$ cat config.mk
export PLATFORM = sky130hd
export DESIGN_NAME = led_switch_ctrl
export DESIGN_NICKNAME = d
export VERILOG_FILES = /design/src/rtl/led_switch_ctrl.sv
export SDC_FILE = /design/constraint.sdc
export NUM_CORES = 1
export LEC_CHECK = 0
export CAP_MARGIN = 20
export CELL_PAD_IN_SITES_DETAIL_PLACEMENT = 1
export CELL_PAD_IN_SITES_GLOBAL_PLACEMENT = 1
export CORE_MARGIN = 2
export CORE_UTILIZATION = 42
export CTS_CLUSTER_SIZE = 20
export DETAILED_ROUTE_END_ITERATION = 7
export GPL_ROUTABILITY_DRIVEN = 0
export PLACE_DENSITY = 0.75
export REMOVE_ABC_BUFFERS = 1
export SYNTH_ARGS = -nofsm -noshare
export SYNTH_HDL_FRONTEND = slang
export SYNTH_SLANG_ARGS = --single-unit
$ cat constraint.sdc
create_clock -name clk -period 1.5 [get_ports clk]
set_input_delay 0.3 -clock clk [delete_from_list [all_inputs] [get_ports clk]]
set_output_delay 0.3 -clock clk [all_outputs]
set_load 0.1 [all_outputs]
$ cat src/rtl/led_switch_ctrl.sv
// Switch-to-LED gating with per-group synchronised, debounced buttons.
// Four run-time modes: live, toggle-enable, capture and blink.
module led_switch_ctrl #(
    parameter int GROUPS          = 4,
    parameter int GROUP_W         = 4,
    parameter int DEBOUNCE_CYCLES = 16,
    parameter int BLINK_CYCLES    = 8
) (
    input  logic                      clk,
    input  logic                      rst_n,
    input  logic [GROUPS*GROUP_W-1:0] sw,
    input  logic [GROUPS-1:0]         btn,
    input  logic [1:0]                mode,
    output logic [GROUPS*GROUP_W-1:0] led,
    output logic [GROUPS-1:0]         btn_db,
    output logic [GROUPS-1:0]         grp_en
);

    localparam int N  = GROUPS * GROUP_W;
    localparam int CW = (DEBOUNCE_CYCLES > 1) ? $clog2(DEBOUNCE_CYCLES) : 1;
    localparam int BW = (BLINK_CYCLES > 1) ? $clog2(BLINK_CYCLES) : 1;

    localparam logic [1:0] MODE_LIVE    = 2'd0;
    localparam logic [1:0] MODE_TOGGLE  = 2'd1;
    localparam logic [1:0] MODE_CAPTURE = 2'd2;
    localparam logic [1:0] MODE_BLINK   = 2'd3;

    localparam logic [CW-1:0] CNT_LAST   = CW'(DEBOUNCE_CYCLES - 1);
    localparam logic [BW-1:0] BLINK_LAST = BW'(BLINK_CYCLES - 1);

    logic [GROUPS-1:0]         sync1;
    logic [GROUPS-1:0]         btn_s;
    logic [GROUPS-1:0][CW-1:0] cnt;
    logic [GROUPS-1:0]         db_q;
    logic [GROUPS-1:0]         press;
    logic [N-1:0]              cap;
    logic [N-1:0]              led_nxt;
    logic [BW-1:0]             bcnt;
    logic                      phase;

    always_ff @(posedge clk or negedge rst_n) begin
        if (!rst_n) begin
            sync1 <= '0;
            btn_s <= '0;
        end else begin
            sync1 <= btn;
            btn_s <= sync1;
        end
    end

    // Any return to equality before the count completes restarts it.
    always_ff @(posedge clk or negedge rst_n) begin
        if (!rst_n) begin
            btn_db <= '0;
            cnt    <= '0;
        end else begin
            for (int g = 0; g < GROUPS; g++) begin
                if (btn_s[g] == btn_db[g]) begin
                    cnt[g] <= '0;
                end else if (cnt[g] == CNT_LAST) begin
                    btn_db[g] <= btn_s[g];
                    cnt[g]    <= '0;
                end else begin
                    cnt[g] <= cnt[g] + CW'(1);
                end
            end
        end
    end

    assign press = btn_db & ~db_q;

    always_ff @(posedge clk or negedge rst_n) begin
        if (!rst_n) begin
            db_q   <= '0;
            grp_en <= '0;
            cap    <= '0;
        end else begin
            db_q   <= btn_db;
            grp_en <= grp_en ^ press;
            for (int g = 0; g < GROUPS; g++) begin
                if (press[g]) begin
                    cap[g*GROUP_W +: GROUP_W] <= sw[g*GROUP_W +: GROUP_W];
                end
            end
        end
    end

    always_ff @(posedge clk or negedge rst_n) begin
        if (!rst_n) begin
            bcnt  <= '0;
            phase <= 1'b0;
        end else if (bcnt == BLINK_LAST) begin
            bcnt  <= '0;
            phase <= ~phase;
        end else begin
            bcnt <= bcnt + BW'(1);
        end
    end

    always_comb begin
        led_nxt = '0;
        for (int g = 0; g < GROUPS; g++) begin
            unique case (mode)
                MODE_LIVE: begin
                    if (btn_db[g])
                        led_nxt[g*GROUP_W +: GROUP_W] = sw[g*GROUP_W +: GROUP_W];
                end
                MODE_TOGGLE: begin
                    if (grp_en[g])
                        led_nxt[g*GROUP_W +: GROUP_W] = sw[g*GROUP_W +: GROUP_W];
                end
                MODE_CAPTURE: begin
                    led_nxt[g*GROUP_W +: GROUP_W] = cap[g*GROUP_W +: GROUP_W];
                end
                MODE_BLINK: begin
                    if (grp_en[g] && phase)
                        led_nxt[g*GROUP_W +: GROUP_W] = sw[g*GROUP_W +: GROUP_W];
                end
                default: ;
            endcase
        end
    end

    always_ff @(posedge clk or negedge rst_n) begin
        if (!rst_n) led <= '0;
        else        led <= led_nxt;
    end

endmodule
==> results of run 1 <==
==> final cells by class <==
class / count / area (sq um) / area share (%)
flip-flops and latches: 72 / 1800 / 45.9
well taps: 80 / 100 / 2.55
clock inverters: 1 / 30.0 / 0.765
inverters: 17 / 63.8 / 1.63
repair buffers: 63 / 841 / 21.4
clock buffers: 13 / 139 / 3.54
multi-input cells: 136 / 948 / 24.2
==> state kept, by name (all words and copies together) (netlist names) <==
name	flops
btn_db	4
btn_s	4
led	16
grp_en	4
bcnt	3
phase	1
db_q	4
cnt	16
cap	16
sync1	4
==> worst max path at each step <==
stage	start	end	cells past startpoint
floorplan	btn_db[3]	cap[12]	2
detailed placement	mode[1]	led[0]	5
global route	btn_db[0]	btn_db[0]	1
CTS	grp_en[3]	grp_en[3]	1
global placement	mode[1]	led[0]	5
finish	grp_en[3]	grp_en[3]	1
==> where the power goes <==
part	internal, mW	switching (mW)
clock network	0.755	0.689
logic	0.239	0.335
registers	2.02	0.0665
==> Yosys cell counts, drive strengths merged <==
master   n
a31oi    2
a21oi   12
xor2     1
ha       6
nand2   14
nor3b    4
nand4b   4
a31o     4
o22ai   12
o21a     1
o21ai   14
xnor2   12
nand2b   4
nand3    4
nor2     5
clkbuf   1
o211ai   3
and2     2
mux2    10
a22oi   10
buf      7
inv     17
dfrtp   72
nor2b    8
nand3b   4
==> per-layer routing <==
metal | vias to the layer above | global-route usage, % | part of all wire (%)
li1 | 939 | - | -
met1 | 1016 | 25.2 | 44
met2 | 47 | 31.8 | 51
met3 | 12 | 4.29 | 3.4
met4 | 0 | 8.10 | 1.8
met5 | - | 0 | 0
==> cell families after synthesis <==
family          after synthesis  share of synthesized area, %
compound gates               58                          12.5
flops                        72                          63.0
buf+inv                      25                          3.89
fa+ha+maj                     6                          2.62
mux                          10                          4.46
xor+xnor                     13                          3.98
simple gates                 49                          9.58
==> impl_metrics.ini, run 1 <==
[placement]
dp_hpwl_um = 4540
port_buffers = 47
placed_cells = 367
dpl_worst_slack_ns = -0.155
placed_area_sq_um = 3740

[worst_setup_path]
r2r_slack_ns = 0.23
path_cells = buf_12
end_kind = output pin
slowest_delay_ns = 0.53
path_max_fanout = 6
worstReg2RegEnd = led[0]
cp_num_buf_inv = 1
startpoint_type = flip-flop
reg2reg_depth = 3
crit_type = reg -> out
crit_required_ns = 1.20
slowest_stage = dfrtp_1
crit_arrival_ns = 1.09
r2r_start = btn_db[0]
critical-path-top-delay-family = flip-flops

[cells_and_area]
final_common_cell = dfrtp_1
final_cell_mix = dfrtp_1, buf_12, clkdlybuf4s50_1
finalNonFillerCells = 382
fin_nets = 329
fillers = 669
stdcell_area_sq_um = 3920
utilization_pct = 58.7
layout-drive-gt1-share_pct = 20.2
antenna_cells = 0
area_growth_pct = 37.1

[clock_tree]
clock_path_buffers = 2
root_buffer = clkbuf_8
cts_tree = yes
cts_buffers = 9
post_cts_buffers = 0
cts.sinks = 72
cts_hold_buffers = 1
cts_resized = 0
clk_latency_ns = 0.35
cts.clk_slew.worst_paths_ns = 0.07
htree_levels = 3

[yosys]
ys_ff_latch = 72
syn_avg_cell_area_sq_um = 12.3
yosysSeqAreaShare_pct = 63.0
synth.top_cell.area_share_pct = 63.0
synth.area.top_cells = dfrtp_1, xnor2_1, a22oi_1, ha_1, o22ai_1
yosysWarnings = 0
synthesis.area_sq_um = 2860
synthCells = 233
synth.distinct_cells = 29
synth_top_cell_by_area = dfrtp_1

[timing]
fin_setup_tns_ns = 0
worstMarginPinSlew_ns = 0.385
rsz0062_at_grt = no
finalSetupViolations = 0
max_freq_mhz = 717
drv_slew = 0
period_share_pct = 92.9
hold_viol = 0
slew_headroom_pct = 74.3
setup_slack_ns = 0.106
holdWs_ns = 0.351
layout_min_cycle_time_ns = 1.39
clock_skew_ns = 0.0147

[power_and_ir_drop]
powerDensity_nw_per_um2 = 1040
ir_drop_v = 0.000546
leakagePower_nw = 1.79
power_mw = 4.10

[global_route]
antenna_found_initial = 0
grt_pass1_wl_um = 11000
overflow = 0
grt_pass1_vias = 2166
grt_start_max_net_pins = 73
grt_use_total_pct = 19.5

[drt]
first_iter_violations = 87
drc_errors = 0
drt_pre_antenna_iters = 4
viasPerCell = 5.27
via_count = 2014
routedWlPerCell_um = 17.8
ant_nets = 0
wl_um = 6780

[floorplanning]
dieArea_sq_um = 7490
num_rows = 30
ioPinCount = 48
initial_core_util_pct = 42.8
die_w_um = 86.5
core_sq_um = 6680
die_height_um = 86.5

[hold_path]
min_from = sync1[3]
hold_class = reg -> reg
whs_endpoint = btn_s[3]
holdPathStages = 0

[flow_run]
maxCapViolCount = 0

[outcome]
status = complete, no violations
(Power assumes the default switching activity.)
==> run 2: changes to the inputs <==
--- a/config.mk
+++ b/config.mk
@@ -5,11 +5,12 @@
 export SDC_FILE = /design/constraint.sdc
 export NUM_CORES = 1
 export LEC_CHECK = 0
+export ABC_AREA = 1
 export CAP_MARGIN = 20
 export CELL_PAD_IN_SITES_DETAIL_PLACEMENT = 1
 export CELL_PAD_IN_SITES_GLOBAL_PLACEMENT = 1
 export CORE_MARGIN = 2
-export CORE_UTILIZATION = 42
+export CORE_UTILIZATION = 40
 export CTS_CLUSTER_SIZE = 20
 export DETAILED_ROUTE_END_ITERATION = 7
 export GPL_ROUTABILITY_DRIVEN = 0
==> run 2 against run 1 <==
Effect of this change: clock power up 6%; critical path type unchanged; global-route usage increased by 0.43 points; critical endpoint is now btn_db[3]; sequential share of layout area shrank 5.2 points; total power rose by 3.6%; routed wire length up 22%.
==> impl_metrics.ini, run 2 <==
[timing]
layout_min_cycle_time_ns = 1.45
worstMarginPinSlew_ns = 0.477
holdWs_ns = 0.353
hold_viol = 0
rsz0062_at_grt = no
slew_headroom_pct = 68.1
finalSetupViolations = 0
drv_slew = 0
period_share_pct = 96.9
clock_skew_ns = 0.00765
max_freq_mhz = 688

[cells_and_area]
top_regs = cap x16, cnt x16, led x16
final_cell_mix = nand2_1, dfrtp_1, inv_1
ff_latch_area_sq_um = 1810
fin_nets = 492
multi_input_area_sq_um = 1210
fillers = 954
area_growth_pct = 32.8
final_common_cell = nand2_1
layout-drive-gt1-share_pct = 14.8
utilization_pct = 54.5
antenna_cells = 0

[drt]
drc_errors = 0
wl_um = 8260
routedWlPerCell_um = 14.5
via_count = 2758
viasPerCell = 4.83
drt_pre_antenna_iters = 4
ant_nets = 0
first_iter_violations = 112

[worst_setup_path]
critical-path-top-delay-family = flip-flops
path_cells = buf_12
slowest_delay_ns = 0.58
crit_arrival_ns = 1.15
path_max_fanout = 10
slowest_stage = dfrtp_1
startpoint_type = flip-flop
end_kind = output pin
crit_type = reg -> out
crit_required_ns = 1.20
cp_num_buf_inv = 1

[global_route]
busiest_layer = met2
met1_usage_pct = 26.8
grt_pass1_vias = 2888
grt_use_total_pct = 19.9
grt_pass1_wl_um = 13800
use_met3_pct = 4.35
grt_start_max_net_pins = 73
overflow = 0
antenna_found_initial = 0
grt_use_met2_pct = 32.4

[clock_tree]
clk_latency_ns = 0.34
cts_buffers = 9
cts.clk_slew.worst_paths_ns = 0.08
htree_levels = 3
cts.sinks = 72
root_buffer = clkbuf_8
clock_path_buffers = 2
cts_tree = yes

[floorplanning]
core_sq_um = 8130
num_rows = 33
die_w_um = 95.4
initial_core_util_pct = 41.1
die_height_um = 95.4
ioPinCount = 48
dieArea_sq_um = 9100

[hold_path]
hold_class = reg -> reg

[placement]
port_buffers = 47
dp_hpwl_um = 5730

[power_and_ir_drop]
p_comb_share_pct = 14.9
clock_power_share_pct = 36.1
p_switching_mw = 1.19
leakagePower_nw = 2.36
intPower_mw = 3.06
ir_drop_v = 0.000454
powerDensity_nw_per_um2 = 958
pwr-share-seq_pct = 49.0
switching_share_pct = 28.0

[yosys]
synth_edf_count = 0
synth_common_cells = nand2_1, dfrtp_1, inv_1
yosysWarnings = 0
synthesis.area_sq_um = 3340
yosysSeqAreaShare_pct = 54.0
ys_async_sr_fraction_pct = 100
synth.top_cell.area_share_pct = 54.0
synthFlopType = dfrtp_1
synth.area.top_cells = dfrtp_1, nand2_1, inv_1, nand3_1, nor2_1
synth_top_cell_by_area = dfrtp_1
ys_ff_latch = 72
yosysMostFrequentCell = nand2_1
syn_avg_cell_area_sq_um = 8.25
synth.distinct_cells = 20
synthCells = 405

[outcome]
status = complete, no violations

[flow_run]
maxCapViolCount = 0
[run 2: cell types whose count changed after synthesis, sizes merged, moves of 10 or more]
| cell | change |
|---|---|
| mux2 | -10 |
| nand4 | +20 |
| a21oi | -12 |
| a22oi | -10 |
| nand3 | +28 |
| o22ai | -12 |
| inv | +50 |
| nor2 | +31 |
| nand2 | +119 |
[run 2: final timing paths]
kind / startpoint / endpoint / slack (ns) / depth (start not counted)
worst min-delay path: sync1[1] / btn_s[1] / 0.35 / 0
min in group asynchronous: rst_n / cnt[2] / 0.51 / 3
max in group asynchronous: rst_n / btn_db[2] / 0.65 / 3
worst max-delay path: btn_db[3] / btn_db[3] / 0.05 / 1
worst max register to register: btn_db[3] / cap[13] / 0.29 / 3
worst min register to register: sync1[1] / btn_s[1] / 0.35 / 0
[run 2: routing by layer]
metal | share of wire [%] | wire [um]
met5 | 0 | 0
met4 | 1.0 | 86
met1 | 47 | 3920
met3 | 4.2 | 347
met2 | 47 | 3910
[run 2: cell type report]
cell class	count	share of cell area, %
sequential	72	40.7
multi-input combinational	256	27.3
timing repair buffer	56	18.9
inverter	67	5.67
clock buffer	10	3.10
tap	105	2.96
clock inverter	5	1.30
[run 2: through the flow]
step	total power [mW]	cell area (sq um)	TNS (ns)	setup slack, ns	instances
detailed placement	2.76	4230	-0.858	-0.0787	555
floorplan	2.41	3270	-3.51	-0.199	395
global route	4.44	4430	0	0.000180	571
CTS	4.31	4430	0	0.0115	571
finish	4.25	4430	0	0.0472	571
global placement	2.74	4230	-0.367	-0.0290	555
[run 2: logic make-up (layout without fill, tap and decap cells)]
logic type / count (synthesis) / count (layout) / synth area share [%]
AO/OA/AOI/OAI: 16 / 16 / 2.40
XOR/XNOR: 5 / 5 / 1.31
adder cells (fa/ha/maj): 6 / 6 / 2.25
buffers and inverters: 77 / 138 / 9.74
flip-flops: 72 / 72 / 54.0
AND/OR/NAND/NOR: 229 / 229 / 30.3
[run 2: what timing repair did]
action,CTS,global route
hold endpoints to repair,34,0
resized for setup,0,3
hold buffers,1,0
setup endpoints to repair,0,3
setup buffers,0,0
[run 2: power by group through the flow]
stage          clock (mW)  sequential [mW]  combinational (mW)
2_1_floorplan           0             2.28               0.128
3_3_place_gp            0             2.12               0.625
3_5_place_dp            0             2.12               0.637
4_1_cts              1.58             2.08               0.641
5_1_grt              1.67             2.09               0.678
6_report             1.53             2.08               0.633
==> run 3: changes to the inputs <==
--- a/config.mk
+++ b/config.mk
@@ -9,7 +9,6 @@
 export CAP_MARGIN = 20
 export CELL_PAD_IN_SITES_DETAIL_PLACEMENT = 1
 export CELL_PAD_IN_SITES_GLOBAL_PLACEMENT = 1
-export CORE_MARGIN = 2
 export CORE_UTILIZATION = 40
 export CTS_CLUSTER_SIZE = 20
 export DETAILED_ROUTE_END_ITERATION = 7
==> run 3 against run 2 <==
Effect of this change: clock-buffer cell count increased by 1; worst setup slack improved by 0.016 ns; first-iteration DRC count decreased by 20%; worst hold slack got worse by 0.0034 ns; sequential power about the same; critical path type unchanged; critical endpoint is now btn_db[2].
==> impl_metrics.ini, run 3 (synthesized netlist as in run 2, its figures left out) <==
[outcome]
status = complete, no violations

[timing]
drv_slew = 0
max_freq_mhz = 696
clock_skew_ns = 0.00594
period_share_pct = 95.8
rsz0062_at_grt = no
finalSetupViolations = 0
slew_headroom_pct = 68.5
hold_viol = 0
worstMarginPinSlew_ns = 0.471
layout_min_cycle_time_ns = 1.44

[cells_and_area]
area_growth_pct = 33.2
stdcell_area_sq_um = 4450
layout-drive-gt1-share_pct = 14.8
fin_nets = 491
top_regs = cap x16, cnt x16, led x16
antenna_cells = 0
final_cell_mix = nand2_1, dfrtp_1, inv_1
fillers = 909
final_common_cell = nand2_1
finalNonFillerCells = 568

[power_and_ir_drop]
switching_share_pct = 27.9
pwr-share-seq_pct = 48.3
p_switching_mw = 1.20
leakagePower_nw = 2.37
ir_drop_v = 0.000603
intPower_mw = 3.11
p_comb_share_pct = 14.8
clock_power_share_pct = 36.9
powerDensity_nw_per_um2 = 970

[worst_setup_path]
crit_required_ns = 1.20
end_kind = output pin
critical-path-top-delay-family = flip-flops
path_cells = buf_12
crit_type = reg -> out
startpoint_type = flip-flop
slowest_delay_ns = 0.56
cp_num_buf_inv = 1
path_max_fanout = 10
crit_arrival_ns = 1.14
slowest_stage = dfrtp_1

[global_route]
grt_start_max_net_pins = 73
overflow = 0
antenna_found_initial = 0
grt_use_total_pct = 22.2
grt_pass1_vias = 3106
grt_pass1_wl_um = 14900

[clock_tree]
post_cts_buffers = 0
cts_tree = yes
cts_buffers = 9
root_buffer = clkbuf_8
cts.clk_slew.worst_paths_ns = 0.08
clock_path_buffers = 2
htree_levels = 3
clk_latency_ns = 0.34
cts.sinks = 72

[drt]
wl_um = 8510
ant_nets = 0
drc_errors = 0
first_iter_violations = 90
viasPerCell = 4.99
via_count = 2834
routedWlPerCell_um = 15.0
drt_pre_antenna_iters = 4

[floorplanning]
core_sq_um = 7890
dieArea_sq_um = 8720
ioPinCount = 48
num_rows = 32
die_height_um = 93.4
initial_core_util_pct = 42.3
die_w_um = 93.4

[placement]
placed_cells = 551
placed_area_sq_um = 4230
dp_hpwl_um = 5790
port_buffers = 47

[flow_run]
maxCapViolCount = 0

[hold_path]
hold_class = reg -> reg
[run 3: cell count changes in the layout (fill, tap and decap cells not counted), sizes merged]
cell	delta
clkbuf	+1
clkinv	+1
buf	-1
clkinvlp	-1
[run 3: power groups by stage]
stage,logic [mW],clock network (mW),registers [mW]
after global routing,0.688,1.70,2.09
after detailed placement,0.641,0,2.12
after CTS,0.647,1.64,2.08
final,0.639,1.59,2.08
after floorplan,0.128,0,2.28
after global placement,0.626,0,2.12
[run 3: routing by layer]
layer | global-route usage (%) | vias to the layer above | wire (um)
met5 | 0 | - | 0
met1 | 29.1 | 1405 | 3840
li1 | - | 1363 | -
met2 | 37.9 | 57 | 4300
met4 | 4.87 | 0 | 87
met3 | 4.72 | 9 | 281
[run 3: area by class of cell]
type | count | area [sq um] | area share [%]
Sequential cell | 72 | 1810 | 40.6
Clock inverter | 5 | 55.1 | 1.24
Multi-Input combinational cell | 256 | 1210 | 27.3
Clock buffer | 11 | 151 | 3.40
Inverter | 67 | 251 | 5.66
Timing Repair Buffer | 55 | 843 | 19.0
Tap cell | 102 | 128 | 2.87
[run 3: final timing paths]
check / to / startpoint / slack (ns) / cells past startpoint
worst max-delay path: btn_db[2] / btn_db[2] / 0.06 / 1
worst min-delay path: btn_s[3] / sync1[3] / 0.35 / 0
worst max register to register: cap[8] / btn_db[2] / 0.30 / 3
worst min register to register: btn_s[3] / sync1[3] / 0.35 / 0
max in group asynchronous: btn_db[3] / rst_n / 0.66 / 3
min in group asynchronous: cnt[3] / rst_n / 0.50 / 3
[run 3: timing repair]
action / in CTS / in global routing
endpoints found under the hold margin: 25 / 0
gates resized for setup: 0 / 3
hold buffers: 1 / 0
setup endpoints to repair: 0 / 3
[run 3: metrics by stage]
| stage | power (mW) | utilization, % | TNS (ns) | hold WS, ns | worst slack [ns] |
|---|---|---|---|---|---|
| 3_5_place_dp | 2.76 | 53.6 | -0.707 | 0.336 | -0.0804 |
| 2_1_floorplan | 2.41 | - | -3.51 | 0.00441 | -0.199 |
| 6_report | 4.31 | 56.4 | 0 | 0.350 | 0.0630 |
| 4_1_cts | 4.37 | 56.3 | 0 | 0.353 | 0.0133 |
| 3_3_place_gp | 2.74 | 53.6 | -0.00729 | 0.332 | -0.00456 |
| 5_1_grt | 4.48 | 56.4 | 0 | 0.360 | 0.0218 |
